==> config.mk <==
export PLATFORM = sky130hd
export DESIGN_NAME = ext_code_loader
export DESIGN_NICKNAME = d
export VERILOG_FILES = /design/src/rtl/ext_code_pkg.sv /design/src/rtl/ext_code_buf.sv /design/src/rtl/ext_code_loader.sv
export SDC_FILE = /design/constraint.sdc
export NUM_CORES = 1
export LEC_CHECK = 0
export CAP_MARGIN = 15
export CELL_PAD_IN_SITES_DETAIL_PLACEMENT = 2
export CELL_PAD_IN_SITES_GLOBAL_PLACEMENT = 2
export CORE_MARGIN = 8
export CORE_UTILIZATION = 41
export CTS_CLUSTER_DIAMETER = 200
export CTS_CLUSTER_SIZE = 25
export DETAILED_ROUTE_END_ITERATION = 12
export PLACE_DENSITY_LB_ADDON = 0.1
export SETUP_SLACK_MARGIN = 0.1
export SYNTH_ARGS = -nofsm -noshare
export SYNTH_HDL_FRONTEND = slang
export SYNTH_HIERARCHICAL = 1
export SYNTH_SLANG_ARGS = --single-unit
==> constraint.sdc <==
create_clock -name iClk -period 4.2 [get_ports iClk]
set_input_delay 0.84 -clock iClk [delete_from_list [all_inputs] [get_ports iClk]]
set_output_delay 0.84 -clock iClk [all_outputs]
set_load 0.05 [all_outputs]
==> src/rtl/ext_code_pkg.sv <==
// Shared defaults, FSM state type and helpers for the external-code loader.
package ext_code_pkg;

    localparam int unsigned DEF_DATA_W    = 32;
    localparam int unsigned DEF_DEPTH     = 8;
    localparam int unsigned DEF_SETUP_CYC = 1;
    localparam int unsigned DEF_PULSE_CYC = 2;
    localparam int unsigned DEF_HOLD_CYC  = 1;

    typedef enum logic [2:0] {
        IDLE,
        SETUP,
        PULSE,
        HOLD,
        DONE
    } loaderState_t;

    // Largest of three phase lengths, used to size the phase counter.
    function automatic int unsigned maxOf3(input int unsigned a,
                                           input int unsigned b,
                                           input int unsigned c);
        int unsigned m;
        m = (a > b) ? a : b;
        return (m > c) ? m : c;
    endfunction

endpackage

==> src/rtl/ext_code_buf.sv <==
// Local code buffer: register array, fill count and sticky overflow flag.
module ext_code_buf
    import ext_code_pkg::*;
#(
    parameter int unsigned DATA_W = DEF_DATA_W,
    parameter int unsigned DEPTH  = DEF_DEPTH,
    localparam int unsigned CNT_W = $clog2(DEPTH) + 1,
    localparam int unsigned IDX_W = (DEPTH > 1) ? $clog2(DEPTH) : 1
) (
    input  logic              iClk,
    input  logic              iRst_n,
    input  logic              iWrEn,
    input  logic [DATA_W-1:0] iWrData,
    input  logic              iWrDrop,
    input  logic              iFlush,
    input  logic              iClear,
    input  logic [IDX_W-1:0]  iRdIdx,
    output logic [DATA_W-1:0] oRdData_c,
    output logic [CNT_W-1:0]  oCount,
    output logic              oOverflow
);

    logic [DATA_W-1:0] mem [DEPTH];

    // Word storage; contents are don't-care after reset so no reset here.
    always_ff @(posedge iClk) begin
        if (iWrEn) begin
            mem[oCount[IDX_W-1:0]] <= iWrData;
        end
    end

    // Fill count and sticky overflow; clear wins over flush, writes and drops.
    always_ff @(posedge iClk) begin
        if (!iRst_n) begin
            oCount    <= '0;
            oOverflow <= 1'b0;
        end else if (iClear) begin
            oCount    <= '0;
            oOverflow <= 1'b0;
        end else begin
            if (iFlush) begin
                oCount <= '0;
            end else if (iWrEn) begin
                oCount <= oCount + CNT_W'(1);
            end
            if (iWrDrop) begin
                oOverflow <= 1'b1;
            end
        end
    end

    // Indexed read with forwarding so a word written in the commit cycle is visible.
    always_comb begin
        oRdData_c = mem[iRdIdx];
        if (iWrEn && (CNT_W'(iRdIdx) == oCount)) begin
            oRdData_c = iWrData;
        end
    end

endmodule

==> src/rtl/ext_code_loader.sv <==
// Host-side writer for the external-code LIFO store: buffers codes, then
// downloads them last-first as timed SET_DATA / SET_FLAG strobes.
module ext_code_loader
    import ext_code_pkg::*;
#(
    parameter int unsigned DATA_W    = DEF_DATA_W,
    parameter int unsigned DEPTH     = DEF_DEPTH,
    parameter int unsigned SETUP_CYC = DEF_SETUP_CYC,
    parameter int unsigned PULSE_CYC = DEF_PULSE_CYC,
    parameter int unsigned HOLD_CYC  = DEF_HOLD_CYC
) (
    input  logic                   iClk,
    input  logic                   iRst_n,
    input  logic                   iWr_valid,
    input  logic [DATA_W-1:0]      iWr_data,
    output logic                   oWr_ready,
    input  logic                   iCommit,
    input  logic                   iClear,
    output logic                   oSET_FLAG,
    output logic [DATA_W-1:0]      oSET_DATA,
    output logic                   oBusy,
    output logic [$clog2(DEPTH):0] oCount,
    output logic                   oDone,
    output logic                   oOverflow
);

    localparam int unsigned CNT_W = $clog2(DEPTH) + 1;
    localparam int unsigned IDX_W = (DEPTH > 1) ? $clog2(DEPTH) : 1;
    localparam int unsigned PH_W  = $clog2(maxOf3(SETUP_CYC, PULSE_CYC, HOLD_CYC)) + 1;

    loaderState_t      state;
    loaderState_t      stateNext;
    logic [PH_W-1:0]   phase;
    logic [PH_W-1:0]   phaseNext;
    logic [IDX_W-1:0]  ptr;
    logic [IDX_W-1:0]  ptrNext;
    logic              flagNext;
    logic [DATA_W-1:0] dataNext;
    logic              doneNext;
    logic              busyNext;
    logic              flush;
    logic              wrAccept;
    logic              wrDrop;
    logic [CNT_W-1:0]  countNext;
    logic [DATA_W-1:0] rdData;

    // Host write handshake: only in IDLE, with room, and out of reset.
    assign oWr_ready = (state == IDLE) && (oCount < CNT_W'(DEPTH)) && iRst_n;
    assign wrAccept  = iWr_valid && oWr_ready && !iClear;
    assign wrDrop    = iWr_valid && (state == IDLE) && (oCount == CNT_W'(DEPTH)) && !iClear;
    assign countNext = oCount + CNT_W'(wrAccept);

    ext_code_buf #(
        .DATA_W (DATA_W),
        .DEPTH  (DEPTH)
    ) u_buf (
        .iClk      (iClk),
        .iRst_n    (iRst_n),
        .iWrEn     (wrAccept),
        .iWrData   (iWr_data),
        .iWrDrop   (wrDrop),
        .iFlush    (flush),
        .iClear    (iClear),
        .iRdIdx    (ptrNext),
        .oRdData_c (rdData),
        .oCount    (oCount),
        .oOverflow (oOverflow)
    );

    // State, phase, pointer and registered strobe outputs.
    always_ff @(posedge iClk) begin
        if (!iRst_n) begin
            state     <= IDLE;
            phase     <= '0;
            ptr       <= '0;
            oSET_FLAG <= 1'b0;
            oSET_DATA <= '0;
            oDone     <= 1'b0;
            oBusy     <= 1'b0;
        end else begin
            state     <= stateNext;
            phase     <= phaseNext;
            ptr       <= ptrNext;
            oSET_FLAG <= flagNext;
            oSET_DATA <= dataNext;
            oDone     <= doneNext;
            oBusy     <= busyNext;
        end
    end

    // Next-state sequencing of the download and its strobe timing.
    always_comb begin
        stateNext = state;
        ptrNext   = ptr;
        phaseNext = (phase == '0) ? '0 : phase - PH_W'(1);
        flush     = 1'b0;

        unique case (state)
            IDLE: begin
                if (iCommit) begin
                    if (countNext == '0) begin
                        stateNext = DONE;
                    end else begin
                        stateNext = SETUP;
                        ptrNext   = IDX_W'(countNext - CNT_W'(1));
                    end
                end
            end
            SETUP: begin
                if (phase == '0) stateNext = PULSE;
            end
            PULSE: begin
                if (phase == '0) stateNext = HOLD;
            end
            HOLD: begin
                if (phase == '0) begin
                    if (ptr == '0) begin
                        stateNext = DONE;
                    end else begin
                        stateNext = SETUP;
                        ptrNext   = ptr - IDX_W'(1);
                    end
                end
            end
            DONE: begin
                stateNext = IDLE;
                flush     = 1'b1;
            end
            default: stateNext = IDLE;
        endcase

        if (iClear) begin
            stateNext = IDLE;
        end

        // Phase counter reloads whenever a new state is entered.
        if (stateNext != state) begin
            unique case (stateNext)
                SETUP:   phaseNext = PH_W'(SETUP_CYC - 1);
                PULSE:   phaseNext = PH_W'(PULSE_CYC - 1);
                HOLD:    phaseNext = PH_W'(HOLD_CYC - 1);
                default: phaseNext = '0;
            endcase
        end

        flagNext = (stateNext == PULSE);
        doneNext = (stateNext == DONE);
        busyNext = (stateNext != IDLE);

        dataNext = oSET_DATA;
        if (iClear || (stateNext == DONE)) begin
            dataNext = '0;
        end else if ((stateNext == SETUP) && (state != SETUP)) begin
            dataNext = rdData;
        end
    end

endmodule

==> results.md <==
- The maximum number of pins on one net before global-route repair is 33.
- The max-slew violation count is 0.
- The fraction of synthesis flops using an asynchronous set or reset pin is 0.
- Counting I/O delays and the setup requirement, the final critical path takes 4.39 ns.
- The largest total area in the synthesized netlist belongs to edfxtp_1.
- The area added between synthesis and finish is 22.0%.
- The largest clock skew in the final design is 0.0222 ns.
- The most frequent cell on the critical path is ha_4.
- Traced cell by cell, the critical path runs through or3_4, nor3b_4, and3_4, ha_4, ha_4, inv_4, ha_4, or2b_4, o211a_4, nand3b_1, nand2_8, buf_12, buf_12, buf_16, mux4_2, mux2_4, mux2_4, mux2i_1, nor2_1.
- Before antenna repair, the detailed router went through 4 iterations.
- The worst reg-to-reg setup slack is -0.19 ns.
- The count of final setup violators is 32.
- For this design the static power due to leakage is 0.00519 uW.
- The initial antenna violation count was 2.
- The nature of the critical path startpoint is a flop.
- The first-pass GRT wire length is 48300 um.
- The classification of the worst-slack hold path is flop to flop.
- The power density over the cells is 375 nW/um^2.
- The DRC violation count after routing is 0.
- For the worst-skew pair, the clock arrives at the later sink with an insertion delay of ~0.51 ns.
- The total nets after synthesis is ~700.
- Derived from the worst setup path, the maximum achievable clock frequency is 0.228 GHz.
- The final layout contains 855 nets.
- The largest vdd supply drop is 0.264 mV.
- Of the available clock period, the critical path in the final layout requires 1.05.
- The total wirelength of the detailed-routed design is approximately 32000 um.
- For this run the aggregate overflow at the end of global routing stands at 0.
- The final antenna-violating net count is 0.
- Synthesis instantiated 50 different standard cells from the library.
- The synthesized design contains around 260 enable-type register cells.
- In this run the tightest slew margin relative to its limit is 0.463.
- The ratio of cells with drive above 1 in the final layout is 0.325.
- The area of the mapped netlist is 12500 um^2.
- The flow ran to the end, but the final reports show violations.
- In this run the worst setup path terminates at oSET_DATA[11]$_SDFFE_PP0P_.
- The clock passes through at most 3 buffers.
- The critical setup path kind is flop to flop.
- Measured along the x axis, the die boundary spans 190 um.
- Input and output buffers added on the ports amount to 77.
- Across all setup checks in the final design, the least slack found is -0.189 ns.
- Setup repair after global routing could not meet its margin everywhere.
- The top flip-flop cell by instance count after synthesis is edfxtp_1.
- Dividing the detail-routed wire length by the instance count gives approximately 27 um.
- The reg-to-reg endpoint is oSET_DATA[11]$_SDFFE_PP0P_.
- For the worst flop-to-flop path, the logic depth is 19.
- Row generation in the floorplan step produced 64 rows.
- Summing over every cut layer, the via total after detailed routing is 6508.
- Prior to clock tree synthesis, the placed netlist has a worst setup slack of -0.737 ns.
- STA puts the critical path data arrival time at 4.80 ns.
- The total count of hold-check failures in the final report is 0.
- After the first detailed-routing iteration, the DRC count stood at about 330.
- Using the TritonRoute via totals, the vias-per-cell ratio works out to 5.35.
- The initial utilization of the core area, before any placement, comes to 0.412.
- The final weighted congestion in routability-driven placement is between 0.7 and 0.8.
- The tree is rooted in a clkbuf_16.
- The synthesized netlist cell count is 658.
- Max-cap violations in this run came to 0.
- The number of global-route vias before repair came to 7416.
- The critical path's slowest cell is mux4_2.
- The global-route usage over all layers is 0.178.
- The highest net fanout along the worst path is 6.
- The die height is 190 um.
- The hold slack is 0.511 ns.
- The start point of the worst hold path is oSET_DATA[25]$_SDFFE_PP0P_.
- In this run the standard cell core region covers 30300 um^2.
- In this run the number of H-tree levels came out at 1.
- The endpoint type of the worst setup path is a flop.
- After synthesis, the most frequently instantiated cells are edfxtp_1 (256), nor2_1 (53), mux2_2 (50), dfxtp_1 (48), mux4_2 (39).
- The CTS tree is built.
- The share of the Yosys chip area taken by registers is 0.693.
- In this design, the stage delay of the slowest critical-path cell is a little under 0.5 ns.
- The number of hold buffers added after CTS is 0.
- The tree built by TritonCTS fans out to roughly 300 sinks.
- Of the post-synthesis cell area, the dominant cell type holds 0.616.
- The area of the die is 36300 um^2.
- Yosys printed 6 warnings.
- The origin of the worst setup path is state[2]$_SDFF_PN0_.
- During I/O placement, the number of pins put on the boundary was 78.
- The clock-pin slew reported for the worst setup and hold paths after clock tree synthesis is about 0.10 ns.
- Yosys instantiated no cell more often than edfxtp_1.
- Synthesis inferred 304 register bits.
- After legalization and detailed placement, the total HPWL measured 19500 um.
- By area the synthesized netlist is led by edfxtp_1 (62%), dfxtp_1 (7.7%), mux4_2 (7.0%).
- The startpoint identified for the worst register-to-register timing path is state[2]$_SDFF_PN0_.
- The final reports fail on setup timing.
- For the pin with the worst max-slew slack, the measured transition is 0.800 ns.
- The total CTS buffers is 16.
- Data on the critical path is required at its endpoint by ~4.6 ns.
- The post-synthesis average cell area is 19.0 um^2.
power breakdown:
group          internal [uW]  switching (uW)  leakage (uW)
clock network            778             958      0.000233
registers               3280            6.69       0.00269
logic                    383             301       0.00226
worst max-delay path: cells and delay by family (launching register included):
kind                     cells  cell delay [ns]
adder cells (fa/ha/maj)      3             0.46
flip-flops                   1             0.33
multiplexers                 4             1.16
AO/OA/AOI/OAI                1             0.26
AND/OR/NAND/NOR              7             1.64
buffers and inverters        4             0.42
layout make-up:
| cell class | count | area (um^2) |
|---|---|---|
| Clock inverter | 1 | 30.0 |
| Multi-Input combinational cell | 313 | 3730 |
| Fill cell | 2687 | 15100 |
| Inverter | 10 | 40.0 |
| Clock buffer | 27 | 463 |
| Antenna cell | 1 | 2.50 |
| Timing Repair Buffer | 164 | 1800 |
| Sequential cell | 304 | 8650 |
| Tap cell | 396 | 495 |
sequential cells by signal, summed over array words and instances, names as in the netlist:
register / flops
ptr: 3
u_buf/oOverflow: 1
oDone: 1
u_buf/oCount: 4
oBusy: 1
oSET_DATA: 32
state: 3
oSET_FLAG: 1
u_buf/mem: 256
phase: 2
logic make-up (layout without fill, tap and decap cells):
logic type      Yosys count  in the layout  synth area share
fa+ha+maj                 9              9           0.00903
xor+xnor                  7              7           0.00491
simple gates            106            106            0.0402
flops                   304            304             0.693
mux                     163            163             0.213
compound gates           27             28            0.0156
buf+inv                  42            202            0.0239
other cells               0              1                 0
worst min-delay path by stage:
stage	to	depth (start not counted)
floorplan	ptr[0]$_SDFF_PN0_	2
global placement	oSET_DATA[25]$_SDFFE_PP0P_	2
detailed placement	oSET_DATA[1]$_SDFFE_PP0P_	2
CTS	oSET_DATA[30]$_SDFFE_PP0P_	2
global route	oSET_DATA[13]$_SDFFE_PP0P_	2
finish	oSET_DATA[25]$_SDFFE_PP0P_	2
routing by layer:
| metal | wire, um | track usage |
|---|---|---|
| met5 | 9 | 0 |
| met4 | 622 | 0.0319 |
| met3 | 1290 | 0.0232 |
| met2 | 17000 | 0.322 |
| met1 | 13400 | 0.226 |
through the flow:
step | cells | total power [uW] | TNS, ns | util | cell area (um^2)
3_5_place_dp | 1156 | 3940 | -21.83 | 0.467 | 14100
5_1_grt | 1216 | 5910 | -9.22 | 0.503 | 15200
3_3_place_gp | 1156 | 3910 | -18.91 | 0.467 | 14100
2_1_floorplan | 658 | 3730 | -32.19 | - | 12500
6_report | 1216 | 5710 | -3.92 | 0.503 | 15200
4_1_cts | 1204 | 5750 | -2.30 | 0.496 | 15000
cells in the final DEF (no fill, tap or decap), types with 2 or more instances in the layout:
| cell | synthesis | routed |
|---|---|---|
| edfxtp_1 | 256 | 256 |
| buf_4 | 2 | 57 |
| and2_1 | 3 | 3 |
| nor2b_1 | 4 | 4 |
| inv_1 | 10 | 9 |
| mux4_2 | 39 | 62 |
| o21ai_4 | 1 | 2 |
| nand4_1 | 4 | 4 |
| buf_12 | 6 | 18 |
| xor2_1 | 2 | 2 |
| clkdlybuf4s50_1 | 0 | 76 |
| nor2_4 | 0 | 6 |
| mux2_2 | 50 | 27 |
| mux4_1 | 25 | 2 |
| clkbuf_1 | 8 | 10 |
| nand3b_1 | 2 | 2 |
| xnor2_2 | 0 | 2 |
| clkbuf_16 | 0 | 19 |
| mux2_4 | 14 | 37 |
| nor2_1 | 53 | 47 |
| nor3_1 | 7 | 5 |
| o21ai_0 | 6 | 5 |
| buf_6 | 2 | 5 |
| buf_16 | 0 | 5 |
| dfxtp_2 | 0 | 2 |
| nand2b_1 | 6 | 6 |
| xnor2_1 | 5 | 3 |
| a21oi_1 | 7 | 7 |
| dfxtp_1 | 48 | 46 |
| nand3_1 | 5 | 4 |
| nand2_1 | 12 | 11 |
| ha_4 | 0 | 3 |
| a21boi_0 | 2 | 2 |
| ha_1 | 9 | 6 |
| a31oi_1 | 2 | 2 |
| nor3_2 | 0 | 2 |
| mux2i_1 | 35 | 33 |
timing repair:
item	CTS	global route
cloned	6	2
buffers inserted	14	9
resized for setup	36	14
setup endpoints to repair	32	32
pin swaps	12	12
Power figures use the tool's default switching activity.
